**src/rtl/imm_encode_if.sv**
```systemverilog
// Request/response bundle for the immediate encoder.
// The master side issues instruction fields and consumes encoded words;
// the slave side is the encoder itself.
interface imm_encode_if;
  logic        in_valid;
  logic        in_ready;
  logic [2:0]  in_type;
  logic [6:0]  in_opcode;
  logic [4:0]  in_rd;
  logic [4:0]  in_rs1;
  logic [4:0]  in_rs2;
  logic [2:0]  in_funct3;
  logic [6:0]  in_funct7;
  logic [31:0] in_imm;
  logic        out_valid;
  logic        out_ready;
  logic [31:0] out_instr;
  logic        out_err;
  logic [15:0] enc_count;
  logic [7:0]  err_count;

  modport master (
    output in_valid, in_type, in_opcode, in_rd, in_rs1, in_rs2,
           in_funct3, in_funct7, in_imm, out_ready,
    input  in_ready, out_valid, out_instr, out_err, enc_count, err_count
  );

  modport slave (
    input  in_valid, in_type, in_opcode, in_rd, in_rs1, in_rs2,
           in_funct3, in_funct7, in_imm, out_ready,
    output in_ready, out_valid, out_instr, out_err, enc_count, err_count
  );
endinterface

```
**src/rtl/imm_encode_unit.sv**
```systemverilog
// Packs RISC-V instruction fields plus an immediate into a 32-bit word.
// One-deep output register with valid/ready on both sides; range or
// alignment problems are flagged on out_err while the truncated word is
// still emitted. Illegal types produce a NOP with out_err set.
module imm_encode_unit (
  input  logic         clk,
  input  logic         rst,
  imm_encode_if.slave  bus
);

  localparam logic [2:0]  T_RTYPE = 3'd0;
  localparam logic [2:0]  T_ITYPE = 3'd1;
  localparam logic [2:0]  T_STYPE = 3'd2;
  localparam logic [2:0]  T_BTYPE = 3'd3;
  localparam logic [2:0]  T_UTYPE = 3'd4;
  localparam logic [2:0]  T_JTYPE = 3'd5;
  localparam logic [31:0] NOP_WORD = 32'h0000_0013;

  logic        out_valid_q, out_valid_d;
  logic [31:0] out_instr_q, out_instr_d;
  logic        out_err_q,   out_err_d;
  logic [15:0] enc_count_q, enc_count_d;
  logic [7:0]  err_count_q, err_count_d;

  logic [31:0] enc_word;
  logic        enc_err;
  logic        fits_12, fits_13, fits_21;
  logic        in_ready;
  logic        in_fire;
  logic        out_fire;

  // The register can take a new word when empty or when it drains this cycle.
  assign in_ready = !out_valid_q || bus.out_ready;
  assign in_fire  = bus.in_valid && in_ready;
  assign out_fire = out_valid_q && bus.out_ready;

  // Pack the word for the requested format and decide whether it is in error.
  always_comb begin
    // A signed immediate fits N bits when every bit from N-1 upward matches.
    fits_12  = (&bus.in_imm[31:11]) || !(|bus.in_imm[31:11]);
    fits_13  = (&bus.in_imm[31:12]) || !(|bus.in_imm[31:12]);
    fits_21  = (&bus.in_imm[31:20]) || !(|bus.in_imm[31:20]);
    enc_word = NOP_WORD;
    enc_err  = 1'b1;
    case (bus.in_type)
      T_RTYPE: begin
        enc_word = {bus.in_funct7, bus.in_rs2, bus.in_rs1, bus.in_funct3,
                    bus.in_rd, bus.in_opcode};
        enc_err  = 1'b0;
      end
      T_ITYPE: begin
        enc_word = {bus.in_imm[11:0], bus.in_rs1, bus.in_funct3,
                    bus.in_rd, bus.in_opcode};
        enc_err  = !fits_12;
      end
      T_STYPE: begin
        enc_word = {bus.in_imm[11:5], bus.in_rs2, bus.in_rs1, bus.in_funct3,
                    bus.in_imm[4:0], bus.in_opcode};
        enc_err  = !fits_12;
      end
      T_BTYPE: begin
        enc_word = {bus.in_imm[12], bus.in_imm[10:5], bus.in_rs2, bus.in_rs1,
                    bus.in_funct3, bus.in_imm[4:1], bus.in_imm[11],
                    bus.in_opcode};
        enc_err  = !fits_13 || bus.in_imm[0];
      end
      T_UTYPE: begin
        enc_word = {bus.in_imm[31:12], bus.in_rd, bus.in_opcode};
        enc_err  = |bus.in_imm[11:0];
      end
      T_JTYPE: begin
        enc_word = {bus.in_imm[20], bus.in_imm[10:1], bus.in_imm[11],
                    bus.in_imm[19:12], bus.in_rd, bus.in_opcode};
        enc_err  = !fits_21 || bus.in_imm[0];
      end
      default: begin
        enc_word = NOP_WORD;
        enc_err  = 1'b1;
      end
    endcase
  end

  // Next-state for the output register and the statistics counters.
  always_comb begin
    out_valid_d = out_valid_q;
    out_instr_d = out_instr_q;
    out_err_d   = out_err_q;
    enc_count_d = enc_count_q;
    err_count_d = err_count_q;
    if (in_fire) begin
      out_valid_d = 1'b1;
      out_instr_d = enc_word;
      out_err_d   = enc_err;
      enc_count_d = enc_count_q + 16'd1;
      if (enc_err && (err_count_q != 8'hFF)) begin
        err_count_d = err_count_q + 8'd1;
      end
    end else if (out_fire) begin
      out_valid_d = 1'b0;
    end
  end

  // State registers; reset wins over any transfer in the same cycle.
  always_ff @(posedge clk) begin
    if (rst) begin
      out_valid_q <= 1'b0;
      out_instr_q <= 32'd0;
      out_err_q   <= 1'b0;
      enc_count_q <= 16'd0;
      err_count_q <= 8'd0;
    end else begin
      out_valid_q <= out_valid_d;
      out_instr_q <= out_instr_d;
      out_err_q   <= out_err_d;
      enc_count_q <= enc_count_d;
      err_count_q <= err_count_d;
    end
  end

  assign bus.in_ready  = in_ready;
  assign bus.out_valid = out_valid_q;
  assign bus.out_instr = out_instr_q;
  assign bus.out_err   = out_err_q;
  assign bus.enc_count = enc_count_q;
  assign bus.err_count = err_count_q;

endmodule
```
**src/flat_wrapper.sv**
```systemverilog
// flat-port wrapper written by rule: the top's interface ports become plain ports
module imm_encode_unit_flat 
  (clk, rst, bus_in_valid, bus_in_type, bus_in_opcode, bus_in_rd, bus_in_rs1, bus_in_rs2, bus_in_funct3, bus_in_funct7, bus_in_imm, bus_out_ready, bus_in_ready, bus_out_valid, bus_out_instr, bus_out_err, bus_enc_count, bus_err_count);
  imm_encode_if bus_i ();
  input  logic clk;
  input  logic rst;
  input wire logic [$bits(bus_i.in_valid)-1:0] bus_in_valid;
  input wire logic [$bits(bus_i.in_type)-1:0] bus_in_type;
  input wire logic [$bits(bus_i.in_opcode)-1:0] bus_in_opcode;
  input wire logic [$bits(bus_i.in_rd)-1:0] bus_in_rd;
  input wire logic [$bits(bus_i.in_rs1)-1:0] bus_in_rs1;
  input wire logic [$bits(bus_i.in_rs2)-1:0] bus_in_rs2;
  input wire logic [$bits(bus_i.in_funct3)-1:0] bus_in_funct3;
  input wire logic [$bits(bus_i.in_funct7)-1:0] bus_in_funct7;
  input wire logic [$bits(bus_i.in_imm)-1:0] bus_in_imm;
  input wire logic [$bits(bus_i.out_ready)-1:0] bus_out_ready;
  output wire logic [$bits(bus_i.in_ready)-1:0] bus_in_ready;
  output wire logic [$bits(bus_i.out_valid)-1:0] bus_out_valid;
  output wire logic [$bits(bus_i.out_instr)-1:0] bus_out_instr;
  output wire logic [$bits(bus_i.out_err)-1:0] bus_out_err;
  output wire logic [$bits(bus_i.enc_count)-1:0] bus_enc_count;
  output wire logic [$bits(bus_i.err_count)-1:0] bus_err_count;
  assign bus_i.in_valid = bus_in_valid;
  assign bus_i.in_type = bus_in_type;
  assign bus_i.in_opcode = bus_in_opcode;
  assign bus_i.in_rd = bus_in_rd;
  assign bus_i.in_rs1 = bus_in_rs1;
  assign bus_i.in_rs2 = bus_in_rs2;
  assign bus_i.in_funct3 = bus_in_funct3;
  assign bus_i.in_funct7 = bus_in_funct7;
  assign bus_i.in_imm = bus_in_imm;
  assign bus_i.out_ready = bus_out_ready;
  assign bus_in_ready = bus_i.in_ready;
  assign bus_out_valid = bus_i.out_valid;
  assign bus_out_instr = bus_i.out_instr;
  assign bus_out_err = bus_i.out_err;
  assign bus_enc_count = bus_i.enc_count;
  assign bus_err_count = bus_i.err_count;
  imm_encode_unit u_core (.clk(clk), .rst(rst), .bus(bus_i));
endmodule
```
**config.mk**
```make
export PLATFORM = sky130hd
export DESIGN_NAME = imm_encode_unit_flat
export DESIGN_NICKNAME = d
export VERILOG_FILES = /design/src/rtl/imm_encode_if.sv /design/src/rtl/imm_encode_unit.sv /design/src/flat_wrapper.sv
export SDC_FILE = /design/constraint.sdc
export NUM_CORES = 1
export LEC_CHECK = 0
export BUFFER_PORTS_ARGS = -buffer_cell sky130_fd_sc_hd__clkbuf_2
export CORE_AREA = 2 2 83 85
export CTS_CLUSTER_SIZE = 40
export DETAILED_ROUTE_END_ITERATION = 10
export DIE_AREA = 0 0 85 87
export PLACE_DENSITY = 0.83
export SLEW_MARGIN = 20
export SYNTH_ARGS = -nofsm -noshare
export SYNTH_HDL_FRONTEND = slang
export SYNTH_SLANG_ARGS = --single-unit
```
**constraint.sdc**
```tcl
create_clock -name clk -period 2.4 [get_ports clk]
set_input_delay 0.36 -clock clk [delete_from_list [all_inputs] [get_ports clk]]
set_output_delay 0.36 -clock clk [all_outputs]
set_load 0.01 [all_outputs]
```
==> results by group <==
Clock network
  • Htree depth: 3
  • Post-CTS setup-driven buffer insertion count: 0
  • Clock tree sinks: 58
  • Register clock-pin slew on the reported worst setup and hold paths: 0.07 ns
  • Number of buffers added to fix hold violations after cts: 0
  • Root cell of the clock tree: clkbuf_8
  • Clock buffer count from CTS: 9
  • Insertion delay of the later-clocked pin in the worst-skew pair: about 0.33 ns
  • Maximum root-to-sink buffer count: 2
  • Gates resized, CTS repair: 0
  • CTS tree: built

Critical path
  • Crit. End Element: register
  • Largest fanout of any net on the critical path: 6
  • Startpoint type of the worst setup path: register
  • Critical path type: register to register
  • CP arrival: about 2.4 ns
  • Data required time of the critical path: 2.62 ns

Placement
  • Count of buffers inserted at the top-level ports: 129
  • Sum of net half-perimeters after detailed placement: 6884 um
  • Placed Instance Area: around 3800 um2
  • Global placer's final weighted congestion: roughly 0.88

Synth
  • Number of synthesized flops with an enable pin: 0
  • Portion of netlist area occupied by mux cells: 5.261%
  • Area of the mapped netlist: 3044 um2
  • Synthesized-area fraction occupied by ao, oa, aoi and oai cells: 20.10%
  • FF+latch count, synth: a little under 60
  • Main combinational cell family by area after synthesis: simple AND/OR/NAND/NOR gates
  • Post-synthesis async set-or-reset flop share: 0%
  • Cell type with the largest total area after synthesis: dfxtp_1
  • Basic-gate share of the synthesized area counting and, or, nand and nor cells: between 20% and 30%
  • Sequential-to-total area share from yosys stat: 38.14%
  • Cell types with the largest area share after synthesis: dfxtp_1 38%, nor2_1 7.8%, a221oi_1 4.0%
  • Ys Warns: 0
  • Synth top area share: 38.14%
  • Gate count of the mapped netlist: 368
  • Syn nets: 441
  • Syn_area_per_cell: 8.272 um2
  • Distinct cell type count after synthesis: 53
  • Synth Area in XOR/XNOR: 4.603%
  • Synth Flop Type: dfxtp_1
  • Share of synthesized cell area in full adder, half adder and majority cells: less than 1%

Power
  • Worst VDD drop: roughly 460 uV
  • Lkg Pwr: 1.758 nW
  • Power density normalized to cell area: 589.5 nW/um2
  • Sum of internal, switching and leakage power: 2.329 mW

Die
  • Site Rows: 30
  • Overall die height: 87 um
  • Area enclosed by the die boundary: 7395 um2
  • Initial core utilization: ~46%
  • Die width: approximately 85 um
  • Placeable core region: 6569 um2
  • Number of ports placed on the die boundary: 130

Timing
  • Post-route clock skew: 0.007644 ns
  • Highest clock frequency the design can meet: 463.1 MHz
  • Count of endpoints failing setup in the final report: 0
  • Tightest Pin Transition: 0.9487 ns
  • Max_slew headroom: 36.76%
  • Final number of max-transition violations: 0
  • Fin crit period: 2.159 ns
  • RSZ-0062 raised after global routing: no
  • Count of endpoints failing hold in the final timing report: 0
  • Share of the clock period used by the worst path: between 80% and 90%
  • Total negative slack: 0 ns

Global route
  • Pin count of the biggest net entering global routing: between 40 and 50
  • Number of global-route vias before repair: 3045
  • First-pass GRT wire length: 14430 um
  • Number of antenna violations at the first check in global routing: 0
  • Gr ovfl total: 0
  • All-Layer GR Usage: between 20% and 30%

Run status
  • Outcome: finished clean

Cells and area
  • Area overhead of the layout relative to synthesis: 29.80%
  • Net count of the finished layout: 567
  • Cell area after layout: 3951 um2
  • Fill cell instance count of the final layout: 574
  • Number of diodes: 0
  • Layout cell share with drive strength beyond 1: 34.74%

Detailed routing
  • Drt drc: 0
  • Via density per instance: 5.721
  • Total number of vias: 3307
  • Total Wirelength: between 9000 and 10000 um
  • Post-DRT Antenna Nets: 0
  • Routed length per instance: ~16 um
  • Initial DRC Count: 198
  • Number of iterations in the first detailed-routing pass: 7

Run
  • Max-cap check violation count: 0

Min path
  • Worst min-delay path class: input pin to register
## placed cells by master (no fill, tap or decap), types with 3 or more instances in the layout
cell / count
a21oi_1: 15
nor2b_1: 12
mux2i_1: 7
nand3_1: 11
and3_1: 5
mux2_1: 6
buf_4: 10
xnor2_1: 7
inv_1: 3
nor2_1: 62
nor4_1: 4
a31oi_1: 3
nand2_1: 23
nor4_2: 3
a22oi_1: 13
a221o_1: 5
nor3_1: 21
xor2_1: 9
dfxtp_1: 58
clkbuf_8: 10
a221oi_1: 14
clkbuf_2: 129
o21ai_0: 19
nand4_1: 8
## logic make-up (layout without fill, tap and decap cells)
group / after synthesis / count (layout)
AO/OA/AOI/OAI: 84 / 84
XOR/XNOR: 16 / 16
adder cells (fa/ha/maj): 2 / 2
flip-flops: 58 / 58
multiplexers: 15 / 15
AND/OR/NAND/NOR: 163 / 163
buffers and inverters: 30 / 160
## per-layer routing
layer	vias up	GRT usage, %	share of wire (%)
met5	-	0	0
met4	0	11.54	2.6
met3	24	3.981	7.7
met2	150	39.99	48
met1	1542	31.24	42
li1	1591	-	-
## Yosys cell counts (all sizes together), types with 2 or more instances
| cell type | instances |
|---|---|
| nand4 | 8 |
| mux2i | 7 |
| nor3 | 21 |
| xnor2 | 7 |
| nand3 | 12 |
| ha | 2 |
| a21boi | 2 |
| nor2 | 63 |
| a221o | 5 |
| nor2b | 12 |
| mux2 | 8 |
| a21oi | 17 |
| o21ai | 22 |
| or3 | 2 |
| nor4 | 8 |
| xor2 | 9 |
| a22oi | 13 |
| a221oi | 14 |
| buf | 6 |
| and3 | 7 |
| inv | 5 |
| nand2 | 23 |
| clkbuf | 18 |
| and4 | 3 |
| dfxtp | 58 |
| a31oi | 3 |
## through the flow
stage                     worst slack (ns)  utilization [%]  cells  hold WS, ns
after floorplan                     0.3913                -    368       0.4805
after global placement              0.2641            57.33    563       0.4433
after detailed placement            0.1420            57.33    563       0.4651
after CTS                           0.2472            60.15    578       0.2607
after global routing               0.08679            60.15    578       0.2635
final                               0.2405            60.15    578       0.2686
## worst max-delay path, cell delays in order, from the launching register on
cell and delay (ns):
dfxtp_1 0.36, ha_1 0.24, and3_1 0.24, a311oi_2 0.36
o211a_1 0.27, a21oi_4 0.07, a21oi_1 0.17, mux2_1 0.33
## report_power, final
| group | total (mW) | internal (mW) | switching [mW] |
|---|---|---|---|
| Combinational | 0.407 | 0.171 | 0.236 |
| Clock | 0.881 | 0.500 | 0.381 |
| Sequential | 1.04 | 1.01 | 0.0303 |
## area by class of cell
| class | instances | area, um2 | share of cell area, % |
|---|---|---|---|
| Sequential cell | 58 | 1161 | 29.39 |
| Clock buffer | 12 | 145.1 | 3.673 |
| Multi-Input combinational cell | 280 | 1762 | 44.59 |
| Inverter | 6 | 22.52 | 0.5700 |
| Clock inverter | 3 | 40.04 | 1.013 |
| Timing Repair Buffer | 139 | 720.7 | 18.24 |
| Tap cell | 80 | 100.1 | 2.533 |
## state kept, by name (all words and copies together), names as in the netlist
register and count:
u_core.bus.out_err 1, u_core.bus.enc_count 16, u_core.bus.err_count 8, u_core.bus.out_valid 1, u_core.bus.out_instr 32
## final timing paths
path                       startpoint  cells past startpoint                        to  slack (ns)
max reg2reg   u_core.bus.err_count[0]                      7   u_core.bus.err_count[7]        0.24
max           u_core.bus.err_count[0]                      7   u_core.bus.err_count[7]        0.24
min reg2reg  u_core.bus.out_instr[31]                      2  u_core.bus.out_instr[31]        0.48
min                  bus_in_opcode[3]                      3   u_core.bus.out_instr[3]        0.27
Power figures use the tool's default switching activity.
